**src/rtl/triggerrec_pkg.sv**
```systemverilog
// rtl/triggerrec_pkg.sv - shared types and constants for the trigger recorder drain path
package triggerrec_pkg;

    typedef enum logic [2:0] {
        ST_IDLE,
        ST_HI,
        ST_LO,
        ST_WAIT,
        ST_TRAIL
    } drain_state_t;

    localparam logic [7:0] TRAILER_MAGIC = 8'hE7;
    localparam int         EVENT_W       = 64;

endpackage

```
**src/rtl/triggerrec_drain.sv**
```systemverilog
// rtl/triggerrec_drain.sv - pops 64-bit events and streams them as 32-bit words in trailer-closed bursts
module triggerrec_drain
    import triggerrec_pkg::*;
#(
    parameter int BURST_MAX = 16,
    parameter int TIMEOUT_W = 16
) (
    input  logic                 clk,
    input  logic                 resetn,
    input  logic                 cfg_enable,
    input  logic [7:0]           cfg_burst_len,
    input  logic [TIMEOUT_W-1:0] cfg_timeout,
    input  logic                 fifo_nempty,
    input  logic [EVENT_W-1:0]   fifo_data,
    output logic                 fifo_pop,
    output logic                 out_valid,
    input  logic                 out_ready,
    output logic [31:0]          out_data,
    output logic                 out_last,
    output logic                 busy,
    output logic [31:0]          event_count
);

    drain_state_t         state, state_nx;
    logic [EVENT_W-1:0]   ev, ev_nx;
    logic [7:0]           n, n_nx;
    logic [TIMEOUT_W-1:0] timer, timer_nx;
    logic [15:0]          seq, seq_nx;
    logic [31:0]          count_nx;
    logic                 pop_nx, valid_nx, last_nx;
    logic [31:0]          data_nx;

    logic                 take;
    logic [8:0]           burst_eff;
    logic [8:0]           n_inc;

    assign take      = cfg_enable && fifo_nempty;
    assign burst_eff = (cfg_burst_len == 8'd0) ? 9'(BURST_MAX) : {1'b0, cfg_burst_len};
    assign n_inc     = {1'b0, n} + 9'd1;

    // Every output is computed one cycle ahead and registered, so nothing
    // downstream sees a combinational path from out_ready or the FIFO.
    always_comb begin
        state_nx = state;
        ev_nx    = ev;
        n_nx     = n;
        timer_nx = timer;
        seq_nx   = seq;
        count_nx = event_count;
        pop_nx   = 1'b0;
        valid_nx = out_valid;
        data_nx  = out_data;
        last_nx  = out_last;

        unique case (state)
            ST_IDLE: begin
                n_nx     = 8'd0;
                timer_nx = '0;
                if (take) begin
                    ev_nx    = fifo_data;
                    state_nx = ST_HI;
                    pop_nx   = 1'b1;
                    valid_nx = 1'b1;
                    data_nx  = fifo_data[63:32];
                    last_nx  = 1'b0;
                end
            end
            ST_HI: begin
                if (out_ready) begin
                    state_nx = ST_LO;
                    data_nx  = ev[31:0];
                end
            end
            ST_LO: begin
                if (out_ready) begin
                    n_nx     = n_inc[7:0];
                    count_nx = event_count + 32'd1;
                    if (n_inc == burst_eff) begin
                        state_nx = ST_TRAIL;
                        data_nx  = {TRAILER_MAGIC, n_inc[7:0], seq};
                        last_nx  = 1'b1;
                    end else begin
                        state_nx = ST_WAIT;
                        timer_nx = '0;
                        valid_nx = 1'b0;
                    end
                end
            end
            ST_WAIT: begin
                if (!cfg_enable || (!take && timer >= cfg_timeout)) begin
                    state_nx = ST_TRAIL;
                    valid_nx = 1'b1;
                    data_nx  = {TRAILER_MAGIC, n, seq};
                    last_nx  = 1'b1;
                end else if (take) begin
                    ev_nx    = fifo_data;
                    state_nx = ST_HI;
                    timer_nx = '0;
                    pop_nx   = 1'b1;
                    valid_nx = 1'b1;
                    data_nx  = fifo_data[63:32];
                    last_nx  = 1'b0;
                end else if (timer != {TIMEOUT_W{1'b1}}) begin
                    timer_nx = timer + 1'b1;
                end
            end
            ST_TRAIL: begin
                if (out_ready) begin
                    state_nx = ST_IDLE;
                    seq_nx   = seq + 16'd1;
                    n_nx     = 8'd0;
                    valid_nx = 1'b0;
                    last_nx  = 1'b0;
                end
            end
            default: state_nx = ST_IDLE;
        endcase
    end

    always_ff @(posedge clk) begin
        if (!resetn) begin
            state       <= ST_IDLE;
            ev          <= '0;
            n           <= 8'd0;
            timer       <= '0;
            seq         <= 16'd0;
            event_count <= 32'd0;
            fifo_pop    <= 1'b0;
            out_valid   <= 1'b0;
            out_data    <= 32'd0;
            out_last    <= 1'b0;
            busy        <= 1'b0;
        end else begin
            state       <= state_nx;
            ev          <= ev_nx;
            n           <= n_nx;
            timer       <= timer_nx;
            seq         <= seq_nx;
            event_count <= count_nx;
            fifo_pop    <= pop_nx;
            out_valid   <= valid_nx;
            out_data    <= data_nx;
            out_last    <= last_nx;
            busy        <= (state_nx != ST_IDLE);
        end
    end

endmodule

```
**config.mk**
```make
export PLATFORM = sky130hd
export DESIGN_NAME = triggerrec_drain
export DESIGN_NICKNAME = d
export VERILOG_FILES = /design/src/rtl/triggerrec_pkg.sv /design/src/rtl/triggerrec_drain.sv
export SDC_FILE = /design/constraint.sdc
export NUM_CORES = 1
export LEC_CHECK = 0
export CORE_MARGIN = 10
export CORE_UTILIZATION = 45
export CTS_CLUSTER_DIAMETER = 200
export DETAILED_ROUTE_END_ITERATION = 16
export GPL_TIMING_DRIVEN = 0
export HOLD_SLACK_MARGIN = 0.02
export PLACE_DENSITY_LB_ADDON = 0.12
export SETUP_SLACK_MARGIN = 0.4
export SYNTH_ARGS = -nofsm -noshare
export SYNTH_HDL_FRONTEND = slang
export SYNTH_SLANG_ARGS = --single-unit
```
**constraint.sdc**
```tcl
create_clock -name clk -period 2.9 [get_ports clk]
set_clock_uncertainty 0.15 [all_clocks]
set_input_delay 0.435 -clock clk [delete_from_list [all_inputs] [get_ports clk]]
set_output_delay 0.435 -clock clk [all_outputs]
set_load 0.05 [all_outputs]
```
==> results of run 1 <==
## path summary, 6_finish.rpt
check,cells past startpoint,endpoint,start
min,2,ev[25],ev[25]
max,10,timer[1],timer[10]
min reg2reg,2,ev[25],ev[25]
max reg2reg,10,timer[1],timer[10]
## Yosys cell counts (all sizes together) (6+ instances only)
cell,number
and2,50
o21ai,46
inv,28
nor2,52
nor4,8
a222oi,15
a21boi,43
clkbuf,41
nor2b,11
or3,7
xor2,11
nand3,32
dfxtp,143
and3,18
a31oi,6
o2bb2ai,22
nand2,138
and4,6
buf,16
a21oi,41
mux2i,7
ha,20
nand4,16
xnor2,43
nand3b,9
nor3,12
o211ai,13
## flip-flops by register name (all words and copies together), names as in the netlist
| name | flops |
|---|---|
| event_count | 32 |
| out_last | 1 |
| out_valid | 1 |
| n | 8 |
| busy | 1 |
| out_data | 32 |
| ev | 32 |
| seq | 16 |
| fifo_pop | 1 |
| state | 3 |
| timer | 16 |
## tightest hold or removal path: stages, from the launching register on
cell and delay (ns):
dfxtp_1 0.31, nand2_1 0.05, a21boi_1 0.05
## through the flow
step | hold slack (ns) | instances | util | total power [mW] | setup WS [ns]
final | 0.306 | 1363 | 0.672 | 5.82 | 0.200
after CTS | 0.306 | 1352 | 0.652 | 5.78 | 0.150
after floorplan | 0.285 | 920 | - | 2.74 | 0.379
after global placement | 0.292 | 1300 | 0.580 | 3.14 | -0.751
after detailed placement | 0.296 | 1300 | 0.580 | 3.14 | -0.649
after global routing | 0.318 | 1363 | 0.672 | 5.99 | 0.117
## layout by cell type (no fill, tap or decap), types with 9 or more instances in the layout
cell type        netlist  layout
nor2_1                52      46
o21ai_1                5      13
nor2b_1               11      10
o2bb2ai_1             22      18
o21ai_0               39      24
inv_1                 28      20
nand3_1               32      27
and3_1                18      18
clkbuf_2               0      14
a21oi_1               41      38
a21boi_1              10      10
a21boi_0              32      32
xor2_1                11      11
o211ai_1              12      12
ha_4                   0      11
xnor2_1               43      41
dlygate4sd2_1          0      12
nand3b_1               9       9
buf_6                  1      15
and2_1                50      47
a222oi_1              15      15
nand2_1              138     134
dfxtp_1              143     131
clkdlybuf4s50_1        0     146
clkbuf_1              41      27
nand4_1               15      15
buf_4                  5      22
clkbuf_16              0      17
## power by group through the flow
stage          clock, mW  combinational [mW]  sequential (mW)
2_1_floorplan          0               0.422             2.32
3_3_place_gp           0               0.993             2.14
3_5_place_dp           0                1.00             2.14
4_1_cts             2.60                1.08             2.10
5_1_grt             2.69                1.20             2.11
6_report            2.59                1.13             2.10
## cells by family (layout without fill, tap and decap cells)
group / Yosys count / after routing / share of synthesized area
adders and majority gates: 20 / 20 / 0.0328
muxes: 7 / 7 / 0.00919
buffers and inverters: 85 / 308 / 0.0463
AOI/OAI and AO/OA: 238 / 238 / 0.230
DFF: 143 / 143 / 0.375
and+or+nand+nor: 373 / 373 / 0.244
xor gates and xnor gates: 54 / 54 / 0.0620
## timing repair
item	CTS	global route
pin swaps	52	38
gates cloned	3	1
gates resized for setup	103	75
setup endpoints to repair	106	111
buffers inserted	17	10
## final cells by class
type	instances	area, µm²	share of cell area
Inverter	28	130	0.0117
Multi-Input combinational cell	692	4980	0.447
Sequential cell	143	2890	0.259
Timing Repair Buffer	191	1880	0.169
Clock buffer	18	439	0.0394
Tap cell	220	275	0.0247
Buffer	57	298	0.0267
Clock inverter	14	253	0.0227
## metal layers
metal | global-route usage | vias up | share of wire
met5 | 0 | - | 0
met4 | 0.0685 | 0 | 0.018
met3 | 0.0540 | 35 | 0.079
met2 | 0.341 | 296 | 0.46
met1 | 0.280 | 3667 | 0.44
li1 | - | 3708 | -
==> results.yml, run 1 <==
synthesis:
  yosys-top-cells-area: "dfxtp_1 38%, nand2_1 6.8%, xnor2_1 4.9%"
  synth-seq-area-share: 0.375
  synth.cell_area_um2: 7630
  synth_top_flop_cell: "dfxtp_1"
  synthesis.yosys.warnings: 0
  synth_cell_types: 70
  post_synth_inst_count: 920
  synth_top_cell_by_area: "dfxtp_1"
  yosys_register_bits: 143
  postSynth.asyncResetShare: 0
  syn-num-nets: 1033
  synth-edff-count: 0
  avg_cell_area_syn_um2: 8.29
  yosysTopAreaCellShare: 0.375
critical_path:
  cp_common_cell: "buf_6"
  worst_setup_path_end_kind: "flip-flop"
  critPathSlowestCell: "or4_4"
  crit_fanout: 8
  regToRegSetupSlack_ns: 0.20
  timing_worst_setup_path_type: "flip-flop to flip-flop"
  worstPathCellList: "ha_4 > nand4_1 > or4_4 > o31ai_4 > buf_6 > o21ai_4 > o211ai_4 > buf_6 > mux2i_1 > nor2_1"
  cp.buffers_inverters: 2
  worst_ep_arrival_time_ns: 2.86
  timing.critical_path.from_type: "flip-flop"
  cp_data_required_time_ns: 3.06
  crit_family: "simple AND/OR/NAND/NOR gates"
  cpPeakStageDelay_ns: 0.59
route:
  avgRoutedWirePerCell_um: 18.4
  wl_um: 25100
  via_count: 7706
  drt-vias-per-instance: 5.65
  drt-pass1-iter-count: 6
  detail_route.iter0.violations: 763
  final_antenna_net_count: 0
  post-route-drc-count: 0
clock_tree:
  cts_max_path_buffers: 2
  worst_skew_pair_latency_ns: 0.42
  cts-hold-fix-buffers: 0
  cts.root.buffer_cell: "clkbuf_16"
  tritoncts_clock_tree: "done"
  tritoncts_buffer_count: 17
  clk_pin_slew_ns: 0.06
  htree_num_levels: 4
  cts.sink_count: 143
cells_and_area:
  design_area_um2: 11100
  fillCellCount: 1418
  count_of_nets_after_finishing: 1243
  syn2layout_area_growth_pct: 46.0
  proportion_of_layout_cells_with_a_drive_suffix_above_1: 0.178
  antenna-diode-count: 0
placement:
  port_buffers: 160
  postPlaceCellArea_um2: 9630
  post-dp-hpwl_um: 17900
  routabilityCongestion: 0.961
pwr:
  power.share.switching: 0.283
  p_leak_nw: 4.11
  power.share.combinational: 0.193
  power.clock.fraction: 0.445
  internal_power_mw: 4.17
  power-per-cell-area_nw_per_um2: 522
  sequentialPowerShare: 0.361
  p_sw_mw: 1.65
  ir_worst_vdd_uv: 439
grt:
  global_route.overflow_total: 0
  antenna_found_initial: 0
  grt_first_pass_wirelength_um: 39100
  first_global_vias: 7391
  pin_count_of_the_biggest_net_entering_global_routing: 17
  global_route.usage.total: 0.215
timing:
  final_critical_delay_including_setup_and_external_delays_ns: 2.70
  final_max_slew_viol_count: 0
  max_slew_margin: 0.531
  fmax_mhz: 370
  timing_hold_violations_final: 0
  tightestPinTransition_ns: 0.704
  final_min_period_over_clock_period: 0.931
  finalSetupViolCount: 0
  setup_total_negative_slack_ns: 0
  rsz0062_at_grt: "yes"
floorplan:
  floorplan.core_area_um2: 16600
  horizontal_die_dimension_um: 150
  die_area_um2: 22600
  row_count: 47
  initial_core_util: 0.460
  boundaryPins: 161
  dieHeight_um: 150
flow_run:
  reported_max_cap_violation_count: 0
min_path:
  hold_crit_class: "flip-flop to flip-flop"
status:
  status: "finished, final reports clean"
(Power assumes the default switching activity.)
==> run 2: changes to the inputs <==
- clock period: 2.9 -> 2.8 ns (I/O delays scaled with it)
==> results.yml, run 2 (synthesis gave the netlist of run 1 again) <==
status:
  status: "finished, final reports clean"
cells_and_area:
  layout_top_registers: "ev (32), event_count (32), out_data (32)"
  mostFrequentLayoutCells: "147 x clkdlybuf4s50_1, 135 x nand2_1, 131 x dfxtp_1"
  layout_commonest_cell: "clkdlybuf4s50_1"
  fillCellCount: 1370
  finish.utilization: 0.676
  layout.cells.non_filler: 1383
  design_area_um2: 11200
  count_of_nets_after_finishing: 1262
  syn2layout_area_growth_pct: 47.0
  proportion_of_layout_cells_with_a_drive_suffix_above_1: 0.198
route:
  detail_route.iter0.violations: 623
  drt-vias-per-instance: 5.63
  wl_um: 25400
  via_count: 7784
  post-route-drc-count: 0
  avgRoutedWirePerCell_um: 18.4
  drt-pass1-iter-count: 7
  final_antenna_net_count: 0
clock_tree:
  cts_max_path_buffers: 2
  tritoncts_buffer_count: 17
  cts-hold-fix-buffers: 0
  cts.root.buffer_cell: "clkbuf_16"
  worst_skew_pair_latency_ns: 0.44
  cts.sink_count: 143
  tritoncts_clock_tree: "done"
  clk_pin_slew_ns: 0.06
  htree_num_levels: 4
floorplan:
  horizontal_die_dimension_um: 150
  initial_core_util: 0.460
  die_area_um2: 22600
  floorplan.core_area_um2: 16600
  dieHeight_um: 150
  row_count: 47
  boundaryPins: 161
pwr:
  power-per-cell-area_nw_per_um2: 495
  p_leak_nw: 4.18
  ir_worst_vdd_uv: 454
timing:
  finalSetupViolCount: 0
  setup_total_negative_slack_ns: 0
  timing_hold_violations_final: 0
  final_critical_delay_including_setup_and_external_delays_ns: 2.72
  hold_ws_ns: 0.306
  final_min_period_over_clock_period: 0.970
  fmax_mhz: 368
  tightestPinTransition_ns: 0.744
  max_slew_margin: 0.504
  rsz0062_at_grt: "yes"
  final_max_slew_viol_count: 0
min_path:
  hold_crit_class: "flip-flop to flip-flop"
grt:
  first_global_vias: 7501
  grt_first_pass_wirelength_um: 39400
  antenna_found_initial: 0
  global_route.overflow_total: 0
  global_route.usage.total: 0.218
  pin_count_of_the_biggest_net_entering_global_routing: 17
placement:
  port_buffers: 160
  routabilityCongestion: 0.932
  postPlaceCellArea_um2: 9640
  placedCellCount: 1300
  post-dp-hpwl_um: 18000
critical_path:
  worst_setup_path_end_kind: "flip-flop"
  cp_data_required_time_ns: 2.97
  worst_ep_arrival_time_ns: 2.89
  crit_fanout: 7
  timing_worst_setup_path_type: "flip-flop to flip-flop"
  timing.critical_path.from_type: "flip-flop"
flow_run:
  reported_max_cap_violation_count: 0
-- run 2: cell types whose count changed in the layout (fill, tap and decap cells not counted), moves of 4 or more --
cell,delta
o21ai_2,-4
buf_4,+11
o2bb2ai_2,+7
inv_1,-5
o2bb2ai_1,-7
bufinv_16,-5
buf_6,+8
inv_2,+7
o21ai_0,+6
-- run 2: worst max-delay path, stage by stage (launching register included) --
cell and delay [ns]:
dfxtp_4 0.36, ha_4 0.26, nand4_1 0.12, or4_4 0.59, o31ai_4 0.19, buf_6 0.17
o21ai_4 0.13, o211ai_4 0.17, buf_6 0.18, mux2i_2 0.22, nor2_1 0.07
-- run 2: power by group --
part | leakage (nW) | internal, mW | switching, mW | total (mW)
registers | 1.17 | 2.12 | 0.0602 | 2.18
logic | 2.74 | 0.497 | 0.689 | 1.19
clock network | 0.269 | 1.23 | 0.951 | 2.18
-- run 2: what timing repair did --
action | in CTS | in global routing
cloned | 1 | 1
buffers inserted | 26 | 22
pin swaps | 43 | 41
gates resized for setup | 91 | 85
setup endpoints to repair | 121 | 113
-- run 2: through the flow --
stage	setup slack (ns)	total power, mW
CTS	0.0337	5.49
detailed placement	-0.704	3.26
floorplan	0.264	2.85
global route	0.00379	5.74
finish	0.0836	5.55
global placement	-0.709	3.25
-- run 2: routing by layer --
layer	share of wire	GRT usage	up-vias	wire, µm
li1	-	-	3761	-
met1	0.43	0.287	3652	11000
met2	0.45	0.330	329	11500
met3	0.089	0.0627	42	2270
met4	0.023	0.0787	0	577
met5	0	0	-	0
-- run 2: cell type report --
cell class | instances | area, µm² | share of cell area
sequential | 143 | 2890 | 0.258
clock buffer | 18 | 429 | 0.0383
multi-input combinational | 692 | 5010 | 0.447
buffer | 57 | 312 | 0.0278
antenna | 1 | 2.50 | 0.000223
tap | 220 | 275 | 0.0245
inverter | 28 | 119 | 0.0106
clock inverter | 14 | 131 | 0.0117
timing repair buffer | 210 | 2040 | 0.182
-- run 2: final timing paths --
path | start | endpoint | depth (start not counted) | slack (ns)
worst max-delay path | timer[9] | timer[1] | 10 | 0.08
worst max register to register | timer[9] | timer[1] | 10 | 0.08
worst min-delay path | ev[24] | ev[24] | 2 | 0.31
worst min register to register | ev[24] | ev[24] | 2 | 0.31
==> run 3: changes to the inputs <==
- CTS_BUF_LIST: default -> sky130_fd_sc_hd__clkbuf_2
==> results.yml, run 3 (synthesis gave the netlist of run 1 again) <==
cells_and_area:
  count_of_nets_after_finishing: 1264
  syn2layout_area_growth_pct: 40.3
  mostFrequentLayoutCells: "135 x nand2_1, 128 x dfxtp_1, 92 x clkdlybuf4s50_1"
  layout_top_registers: "ev (32), event_count (32), out_data (32)"
  design_area_um2: 10700
  layout_commonest_cell: "nand2_1"
  proportion_of_layout_cells_with_a_drive_suffix_above_1: 0.172
  area_occupied_by_multi_input_gates_um2: 4890
  fillCellCount: 1448
  ff_latch_area_um2: 2890
placement:
  routabilityCongestion: 0.932
  postPlaceCellArea_um2: 9640
  port_buffers: 160
  post-dp-hpwl_um: 18000
timing:
  rsz0062_at_grt: "yes"
  final_max_slew_viol_count: 0
  finalSetupViolCount: 0
  fmax_mhz: 365
  final_min_period_over_clock_period: 0.978
  hold_ws_ns: 0.0635
  setup_total_negative_slack_ns: 0
  tightestPinTransition_ns: 0.728
  final_critical_delay_including_setup_and_external_delays_ns: 2.74
  max_slew_margin: 0.514
  timing_hold_violations_final: 0
min_path:
  min_from: "fifo_data[3]"
  hold-path-cell-count: 3
  hold_crit_class: "primary input to flip-flop"
  min_delay_worst_endpoint: "ev[3]"
critical_path:
  crit_fanout: 3
  timing.critical_path.from_type: "flip-flop"
  timing_worst_setup_path_type: "flip-flop to flip-flop"
  r2r_start: "timer[11]"
  regToRegSetupSlack_ns: 0.06
  worst_setup_path_end_kind: "flip-flop"
  worst_ep_arrival_time_ns: 3.26
  worst_r2r_path_depth: 10
  cp_data_required_time_ns: 3.32
  worst_r2r_endpoint: "out_valid"
clock_tree:
  cts.root.buffer_cell: "clkbuf_2"
  cts.sink_count: 143
  clk_pin_slew_ns: 0.22
  worst_skew_pair_latency_ns: 0.75
  htree_num_levels: 4
  tritoncts_buffer_count: 17
  cts_max_path_buffers: 2
  tritoncts_clock_tree: "done"
route:
  wl_um: 24900
  via_count: 7729
  post-route-drc-count: 0
  drt-pass1-iter-count: 6
  final_antenna_net_count: 0
  met1Wirelength_um: 10900
  avgRoutedWirePerCell_um: 18.0
  met2_wirelength_um: 11100
  wl_met3_um: 2270
  drt-vias-per-instance: 5.58
  detail_route.iter0.violations: 635
  topRoutingLayerUsed: "met4"
grt:
  first_global_vias: 7409
  grt_first_pass_wirelength_um: 39200
  pin_count_of_the_biggest_net_entering_global_routing: 17
  antenna_found_initial: 1
  global_route.overflow_total: 0
  global_route.usage.total: 0.215
pwr:
  power.clock.fraction: 0.261
  power.share.switching: 0.349
  ir_worst_vdd_uv: 274
  power.share.combinational: 0.253
  p_leak_nw: 4.28
  p_sw_mw: 1.57
  power_mw: 4.49
  power-per-cell-area_nw_per_um2: 419
  sequentialPowerShare: 0.486
  internal_power_mw: 2.92
flow_run:
  reported_max_cap_violation_count: 0
floorplan:
  row_count: 47
  initial_core_util: 0.460
  die_area_um2: 22600
  dieHeight_um: 150
  floorplan.core_area_um2: 16600
  boundaryPins: 161
  horizontal_die_dimension_um: 150
status:
  status: "finished, final reports clean"
## run 3: cell count changes in the layout (fill, tap and decap cells not counted), sizes merged
cell | previous run | this run
dlygate4sd3 | 0 | 17
clkdlybuf4s50 | 147 | 92
buf | 66 | 50
clkdlybuf4s15 | 0 | 6
dlygate4sd2 | 9 | 56
dlymetal6s2s | 4 | 1
clkbuf | 59 | 65
## run 3: power by group through the flow
stage	registers [mW]	logic (mW)	clock network, mW
2_1_floorplan	2.40	0.444	0
3_3_place_gp	2.22	1.03	0
3_5_place_dp	2.22	1.04	0
4_1_cts	2.18	1.07	1.19
5_1_grt	2.19	1.22	1.27
6_report	2.18	1.14	1.17
## run 3: per-layer routing
metal  GRT usage  up-vias
li1            -     3765
met1       0.285     3606
met2       0.325      311
met3      0.0672       47
met4      0.0695        0
met5           0        -
## run 3: final cells by class
type,instances,area share
multi-input cells,692,0.457
diodes,1,0.000234
well taps,220,0.0257
clock buffers,18,0.00842
inverters,28,0.0113
flip-flops and latches,143,0.270
plain buffers,57,0.0291
repair buffers,212,0.185
clock inverters,14,0.0123
## run 3: how the worst max path moves through the flow
stage | startpoint | end | slack, ns
after floorplan | cfg_timeout[11] | out_data[10] | 0.26
after global placement | cfg_enable | ev[4] | -0.71
after detailed placement | cfg_timeout[11] | out_data[23] | -0.70
after CTS | timer[10] | out_data[23] | -0.01
after global routing | timer[11] | out_valid | -0.04
final | timer[11] | out_valid | 0.06
## run 3: timing repair
action                                  in CTS  in global routing
buffers inserted                            18                 15
gates cloned                                 1                  1
hold buffers                                16                  1
gates resized for setup                    124                107
endpoints found under the setup margin     171                118
pin swaps                                   18                 34
hold endpoints to repair                    16                  1
## run 3: per-stage QoR
stage | utilization | instances | worst slack [ns]
floorplan | - | 920 | 0.264
global placement | 0.581 | 1300 | -0.709
detailed placement | 0.581 | 1300 | -0.704
CTS | 0.620 | 1367 | -0.0149
global route | 0.645 | 1385 | -0.0399
finish | 0.645 | 1385 | 0.0604
## run 3: worst max-delay path: stages, from the launching register on
cell      delay [ns]
dfxtp_4         0.40
ha_4            0.26
nand4_1         0.12
or4_4           0.57
o31ai_4         0.24
buf_6           0.16
o21a_1          0.19
buf_6           0.13
o21ai_2         0.05
a22oi_1         0.19
and4bb_2        0.23
